`src/rtl/password_lock_sequencer.sv`:
```
// Serial password lock controller: sequences keypad digits into a 4-digit entry,
// compares against admin/user passwords, tracks failures/lockdown, holds unlock and reprograms.
module password_lock_sequencer #(
    parameter logic [3:0]  ADMIN_PASSWORD_0   = 4'd0,
    parameter logic [3:0]  ADMIN_PASSWORD_1   = 4'd0,
    parameter logic [3:0]  ADMIN_PASSWORD_2   = 4'd0,
    parameter logic [3:0]  ADMIN_PASSWORD_3   = 4'd0,
    parameter int unsigned MAX_ERRORS         = 3,
    parameter int unsigned TIMEOUT_CYCLES     = 1000,
    parameter int unsigned UNLOCK_HOLD_CYCLES = 500
) (
    input  logic       CLK,
    input  logic       RST,
    input  logic       key_valid,
    input  logic [3:0] key_digit,
    input  logic       key_clear,
    input  logic       set_req,
    output logic [1:0] digit_index,
    output logic       unlock,
    output logic       error_pulse,
    output logic       lockdown,
    output logic       set_done,
    output logic [1:0] err_count,
    output logic [2:0] state_dbg
);

    localparam int unsigned TimerW = $clog2(TIMEOUT_CYCLES + 1);
    localparam int unsigned HoldW  = $clog2(UNLOCK_HOLD_CYCLES + 1);

    localparam logic [TimerW-1:0] TimeoutLast = TimerW'(TIMEOUT_CYCLES - 1);
    localparam logic [HoldW-1:0]  HoldLoad    = HoldW'(UNLOCK_HOLD_CYCLES);
    localparam logic [HoldW-1:0]  HoldOne     = HoldW'(1);
    localparam logic [1:0]        MaxErr      = 2'(MAX_ERRORS);

    // Digit i of a password lives in element [i].
    localparam logic [3:0][3:0] AdminPw = {ADMIN_PASSWORD_3, ADMIN_PASSWORD_2,
                                           ADMIN_PASSWORD_1, ADMIN_PASSWORD_0};

    typedef enum logic [2:0] {
        StIdle     = 3'd0,
        StEnter    = 3'd1,
        StCheck    = 3'd2,
        StUnlocked = 3'd3,
        StSet      = 3'd4
    } state_e;

    state_e            state_q, state_d;
    logic [1:0]        idx_q, idx_d;
    logic [3:0][3:0]   entry_q, entry_d;
    logic [3:0][3:0]   staging_q, staging_d;
    logic [3:0][3:0]   user_pw_q, user_pw_d;
    logic [1:0]        err_q, err_d;
    logic              lockdown_q, lockdown_d;
    logic              error_pulse_q, error_pulse_d;
    logic              set_done_q, set_done_d;
    logic [TimerW-1:0] idle_q, idle_d;
    logic [HoldW-1:0]  hold_q, hold_d;

    logic              admin_match;
    logic              user_match;
    logic [1:0]        err_fail;
    logic              timed_out;

    assign admin_match = (entry_q == AdminPw);
    assign user_match  = (entry_q == user_pw_q);
    assign err_fail    = (err_q >= MaxErr) ? MaxErr : err_q + 2'd1;
    assign timed_out   = (idle_q == TimeoutLast);

    always_ff @(posedge CLK) begin
        if (RST) begin
            state_q       <= StIdle;
            idx_q         <= 2'd0;
            entry_q       <= '0;
            staging_q     <= '0;
            user_pw_q     <= '0;
            err_q         <= 2'd0;
            lockdown_q    <= 1'b0;
            error_pulse_q <= 1'b0;
            set_done_q    <= 1'b0;
            idle_q        <= '0;
            hold_q        <= '0;
        end else begin
            state_q       <= state_d;
            idx_q         <= idx_d;
            entry_q       <= entry_d;
            staging_q     <= staging_d;
            user_pw_q     <= user_pw_d;
            err_q         <= err_d;
            lockdown_q    <= lockdown_d;
            error_pulse_q <= error_pulse_d;
            set_done_q    <= set_done_d;
            idle_q        <= idle_d;
            hold_q        <= hold_d;
        end
    end

    always_comb begin
        state_d       = state_q;
        idx_d         = idx_q;
        entry_d       = entry_q;
        staging_d     = staging_q;
        user_pw_d     = user_pw_q;
        err_d         = err_q;
        lockdown_d    = lockdown_q;
        error_pulse_d = 1'b0;
        set_done_d    = 1'b0;
        idle_d        = idle_q;
        hold_d        = hold_q;

        unique case (state_q)
            StIdle: begin
                // key_clear outranks key_valid, so a simultaneous strobe starts nothing.
                if (key_valid && !key_clear) begin
                    entry_d[0] = key_digit;
                    idx_d      = 2'd1;
                    idle_d     = '0;
                    state_d    = StEnter;
                end
            end

            StEnter: begin
                if (key_clear) begin
                    idx_d   = 2'd0;
                    idle_d  = '0;
                    state_d = StIdle;
                end else if (key_valid) begin
                    entry_d[idx_q] = key_digit;
                    idle_d         = '0;
                    if (idx_q == 2'd3) begin
                        idx_d   = 2'd0;
                        state_d = StCheck;
                    end else begin
                        idx_d = idx_q + 2'd1;
                    end
                end else if (timed_out) begin
                    idx_d   = 2'd0;
                    idle_d  = '0;
                    state_d = StIdle;
                end else begin
                    idle_d = idle_q + TimerW'(1);
                end
            end

            StCheck: begin
                if (admin_match) begin
                    err_d      = 2'd0;
                    lockdown_d = 1'b0;
                    hold_d     = HoldLoad;
                    state_d    = StUnlocked;
                end else if (user_match && !lockdown_q) begin
                    err_d   = 2'd0;
                    hold_d  = HoldLoad;
                    state_d = StUnlocked;
                end else begin
                    error_pulse_d = 1'b1;
                    err_d         = err_fail;
                    if (err_fail == MaxErr) begin
                        lockdown_d = 1'b1;
                    end
                    state_d = StIdle;
                end
            end

            StUnlocked: begin
                if (key_clear) begin
                    state_d = StIdle;
                end else if (hold_q <= HoldOne) begin
                    state_d = StIdle;
                end else if (set_req) begin
                    idx_d   = 2'd0;
                    idle_d  = '0;
                    state_d = StSet;
                end else begin
                    hold_d = hold_q - HoldOne;
                end
            end

            StSet: begin
                if (key_clear) begin
                    idx_d   = 2'd0;
                    idle_d  = '0;
                    state_d = StIdle;
                end else if (key_valid) begin
                    staging_d[idx_q] = key_digit;
                    idle_d           = '0;
                    if (idx_q == 2'd3) begin
                        // Commit on the final digit so the new password is live on return to idle.
                        user_pw_d    = staging_q;
                        user_pw_d[3] = key_digit;
                        set_done_d   = 1'b1;
                        idx_d        = 2'd0;
                        state_d      = StIdle;
                    end else begin
                        idx_d = idx_q + 2'd1;
                    end
                end else if (timed_out) begin
                    idx_d   = 2'd0;
                    idle_d  = '0;
                    state_d = StIdle;
                end else begin
                    idle_d = idle_q + TimerW'(1);
                end
            end

            default: begin
                idx_d   = 2'd0;
                state_d = StIdle;
            end
        endcase
    end

    assign digit_index = idx_q;
    assign unlock      = (state_q == StUnlocked);
    assign error_pulse = error_pulse_q;
    assign lockdown    = lockdown_q;
    assign set_done    = set_done_q;
    assign err_count   = err_q;
    assign state_dbg   = state_q;

endmodule
```
`config.mk`:
```
export PLATFORM = sky130hd
export DESIGN_NAME = password_lock_sequencer
export DESIGN_NICKNAME = d
export VERILOG_FILES = /design/src/rtl/password_lock_sequencer.sv
export SDC_FILE = /design/constraint.sdc
export NUM_CORES = 1
export LEC_CHECK = 0
export CORE_MARGIN = 2
export CORE_UTILIZATION = 45
export CTS_CLUSTER_DIAMETER = 100
export DETAILED_ROUTE_END_ITERATION = 8
export GPL_TIMING_DRIVEN = 0
export PLACE_DENSITY = 0.65
export SYNTH_ARGS = -nofsm -noshare
export SYNTH_HDL_FRONTEND = slang
export SYNTH_SLANG_ARGS = --single-unit
```
`constraint.sdc`:
```
create_clock -name CLK -period 1.85 [get_ports CLK]
set_input_delay 0.185 -clock CLK [delete_from_list [all_inputs] [get_ports CLK]]
set_output_delay 0.185 -clock CLK [all_outputs]
set_load 0.02 [all_outputs]
```
==> qor_table.md <==
| Result | This run | Unit |
|:---|:---|:---|
| Outcome | finished with violations | - |
| Violated checks | setup timing | - |
| HPWL after detailed placement | 5890 | um |
| Via count of the first global-routing pass | 2945 | - |
| TritonCTS sink count | 73 | - |
| Clock-pin slew on the worst setup and hold paths | 80 | ps |
| Longest individual stage delay on the worst path | 420 | ps |
| Slowest CP cell | sky130_fd_sc_hd__or3_4 | - |
| FF-to-FF Start | hold_q[4] | - |
| Worst Reg2Reg Path Length in Cells | 7 | - |
| Share of synthesized flip-flops with an asynchronous set or reset | 0 | - |
| Cell types with the highest counts after synthesis | sky130_fd_sc_hd__dfxtp_1, sky130_fd_sc_hd__nand2_1, sky130_fd_sc_hd__nand3_1 | - |
| TritonCTS clock tree | built | - |
| Initial standard-cell utilization of the core | 0.459 | - |
| Remaining DRCs | 0 | - |
| Leading area contributor after synthesis | sky130_fd_sc_hd__dfxtp_1 | - |
| Met1 usage in global routing | 0.305 | - |
| Combinational group share of total power | 0.092 | - |
| Summed negative setup slack over all endpoints | -277 | ps |
| Global-route track usage on met2 | 0.317 | - |
| Setup repair after global routing missed its margin | true | - |
| Period Utilization, post-route | 1.03 | - |
| Number of vias after detailed routing | 3208 | - |
| H-Tree Level Count | 3 | - |
| Achievable frequency | 525 | MHz |
| Avg Synthesized Cell Area | 8.26 | um2 |
| Drt wl/cell | 15.4 | um |
| Worst hold margin | 214 | ps |
| Flop2flop setup slack | -50 | ps |
| Final setup violation count | 9 | - |
| Sw Share | 0.266 | - |
| Std-Cell Core Area | 7650 | um2 |
| Post-synth cell types | 58 | - |
| Number of enable flip-flop cells after synthesis | 0 | - |
| Cell Chain, Critical Path | or3_4 -> o41ai_4 -> o32ai_2 -> buf_4 -> nand4_1 -> xor2_1 -> nor2_1 | - |
| Slew @ Worst Pin | 591 | ps |
| Final count of hold timing violations | 0 | - |
| Nets | 479 | - |
| Area of the mapped netlist | 3510 | um2 |
| Busiest metal layer after global routing | met2 | - |
| CP Max Fanout | 5 | - |
| Cell Int Power | 2.32 | mW |
| WP data arrival | 2160 | ps |
| Total die area | 8530 | um2 |
| Maximum capacitance violations | 0 | - |
| R2r endpoint | idle_q[4] | - |
| Wire length of the first global-routing pass | 14600 | um |
| Cells after synthesis | 425 | - |
| Share of total power in sequential cells | 0.509 | - |
| Total number of placement rows | 32 | - |
| Power per cell area | 745 | nW/um2 |
| Most used flip-flop cell after synthesis | sky130_fd_sc_hd__dfxtp_1 | - |
| Number of buffers created by CTS | 9 | - |
| Global Route Usage Sum | 0.214 | - |
| Crit path launch type | flip-flop | - |
| GRT met3 Usage | 0.0325 | - |
| Maximum clock insertion buffer count | 2 | - |
| Count of buffers inserted at the top-level ports | 14 | - |
| Critical path depth in cells | 7 | - |
| Required time at the worst-slack endpoint | 2110 | ps |
| CP bufs+invs | 1 | - |
| First-pass DRT Iterations | 5 | - |
| Hold crit path type | in -> reg | - |
| Wire length reported by the detailed router | 8790 | um |
| Chip width | 92.3 | um |
| Maximum resistive drop on vdd | 429 | uV |
| Worst-case setup margin in the final layout | -54.1 | ps |
| Total nets after synthesis | 441 | - |
| Top delay family on crit path | simple AND/OR/NAND/NOR gates | - |
| Portion of total power attributed to the clock network | 0.399 | - |
| Reported leakage power | 1.57 | nW |
| Clock root buffer | sky130_fd_sc_hd__clkbuf_8 | - |
| CTS Hold Buffers Added | 0 | - |
| Final RePlAce weighted congestion | 0.836 | - |
| Layout cells sized above 1 | 0.173 | - |
| Final setup skew | 8.54 | ps |
| Fraction of the yosys area taken by sequential cells | 0.416 | - |
| Category of the critical setup timing path | reg -> reg | - |
| Initial antenna violation count | 0 | - |
| Area fraction of the dominant cell type after synthesis | 0.416 | - |
| Crit end category | flip-flop | - |
| Vert. Die Dim | 92.3 | um |
| Via-per-instance ratio | 5.63 | - |
| Clock insertion delay at the later pin of the skew report | 360 | ps |
| Antenna diodes | 0 | - |
| Beginning of the worst hold path | RST | - |
| Hold-critical path endpoint | hold_q[5] | - |
| Number of cells on the worst hold path | 3 | - |
| Post-layout utilization of the core | 0.554 | - |
| Library cell with the highest instance count after synthesis | sky130_fd_sc_hd__dfxtp_1 | - |
| Synth Register Bits | 73 | - |
| Area grow syn2layout | 20.6 | % |
| Minimum period implied by the final worst setup slack | 1900 | ps |
| Final count of pins violating max slew | 0 | - |
| Yosys warning count | 0 | - |
| Worst relative slew slack | 0.606 | - |
| Antenna violation net count after detailed routing | 0 | - |
| Maximum number of pins on one net before global-route repair | 14 | - |
| Overall overflow remaining after global route | 0 | - |
| Number of ports placed on the die boundary | 20 | - |
| Power spent charging and discharging nets | 838 | uW |
| Drt first-iter violations | 149 | - |
| Cell types occupying the most area after synthesis | sky130_fd_sc_hd__dfxtp_1, sky130_fd_sc_hd__nand3_1, sky130_fd_sc_hd__a21oi_1 | - |
[flip-flops by register name, summed over array words and instances, names as in the netlist]
signal,count
entry_q,16
user_pw_q,16
staging_q,12
idle_q,10
hold_q,9
state_dbg,3
digit_index,2
err_count,2
error_pulse,1
lockdown,1
set_done,1
[worst register-to-register path, stage by stage (launching register included)]
cell and delay (ps):
sky130_fd_sc_hd__dfxtp_2 330, sky130_fd_sc_hd__or3_4 420, sky130_fd_sc_hd__o41ai_4 400, sky130_fd_sc_hd__o32ai_2 170, sky130_fd_sc_hd__buf_4 190, sky130_fd_sc_hd__nand4_1 100, sky130_fd_sc_hd__xor2_1 150, sky130_fd_sc_hd__nor2_1 50
[layout by cell type, fill, tap and decap left out, types with 6 or more instances in the layout]
cell / count
sky130_fd_sc_hd__a21oi_1: 49
sky130_fd_sc_hd__buf_4: 12
sky130_fd_sc_hd__clkbuf_1: 15
sky130_fd_sc_hd__clkbuf_8: 9
sky130_fd_sc_hd__clkdlybuf4s50_1: 12
sky130_fd_sc_hd__dfxtp_1: 64
sky130_fd_sc_hd__dfxtp_2: 8
sky130_fd_sc_hd__inv_1: 6
sky130_fd_sc_hd__nand2_1: 55
sky130_fd_sc_hd__nand3_1: 52
sky130_fd_sc_hd__nand4_1: 6
sky130_fd_sc_hd__nor2_1: 27
sky130_fd_sc_hd__nor3_1: 13
sky130_fd_sc_hd__nor4_1: 6
sky130_fd_sc_hd__xor2_1: 23
[power by group through the flow]
stage | Clock [mW] | Sequential, mW | Combinational (mW)
finish | 1.26 | 1.60 | 0.290
global route | 1.33 | 1.61 | 0.318
CTS | 1.27 | 1.60 | 0.255
detailed placement | 0 | 1.64 | 0.244
global placement | 0 | 1.64 | 0.242
floorplan | 0 | 1.64 | 0.168
[timing repair]
action,4_1_cts,5_1_grt
endpoints found under the setup margin,37,53
gates cloned,0,2
pin swaps,9,18
resized for setup,24,27
setup buffers,8,4
[stage by stage]
stage	cell area, um2	power (mW)	instances	worst slack [ps]
floorplan	3520	1.81	425	-1.42
detailed placement	3790	1.88	541	-569
CTS	4090	3.12	564	-49.2
global placement	3790	1.88	541	-536
global route	4230	3.26	570	-141
finish	4230	3.15	570	-54.1
[routing by layer]
metal	vias to the layer above	routed length, um
met5	-	0
met4	0	195
met3	13	368
met2	68	4020
met1	1547	4210
li1	1580	-
[kinds of logic after synthesis]
| group | after synthesis | synth area share |
|---|---|---|
| AOI/OAI and AO/OA | 83 | 0.154 |
| xor gates and xnor gates | 25 | 0.0623 |
| adders and majority gates | 7 | 0.0249 |
| buffers and inverters | 35 | 0.0470 |
| DFF | 73 | 0.416 |
| muxes | 5 | 0.0143 |
| and+or+nand+nor | 197 | 0.281 |
[how the worst max path moves through the flow]
stage                         start            end  slack, ps
after global routing      hold_q[1]      idle_q[8]       -140
after floorplan           hold_q[1]      hold_q[3]         -1
after CTS                 hold_q[1]      hold_q[7]        -50
final                     hold_q[4]      idle_q[4]        -50
after detailed placement  key_clear  user_pw_q[10]       -570
after global placement    key_clear   user_pw_q[5]       -540
[area by class of cell]
class | instances | area (um2)
tap | 102 | 128
clock inverter | 7 | 71.3
buffer | 26 | 129
sequential | 73 | 1480
timing repair buffer | 27 | 250
clock buffer | 9 | 124
fill | 725 | 3410
multi-input combinational | 318 | 2030
inverter | 8 | 30.0
(Power assumes the default switching activity.)
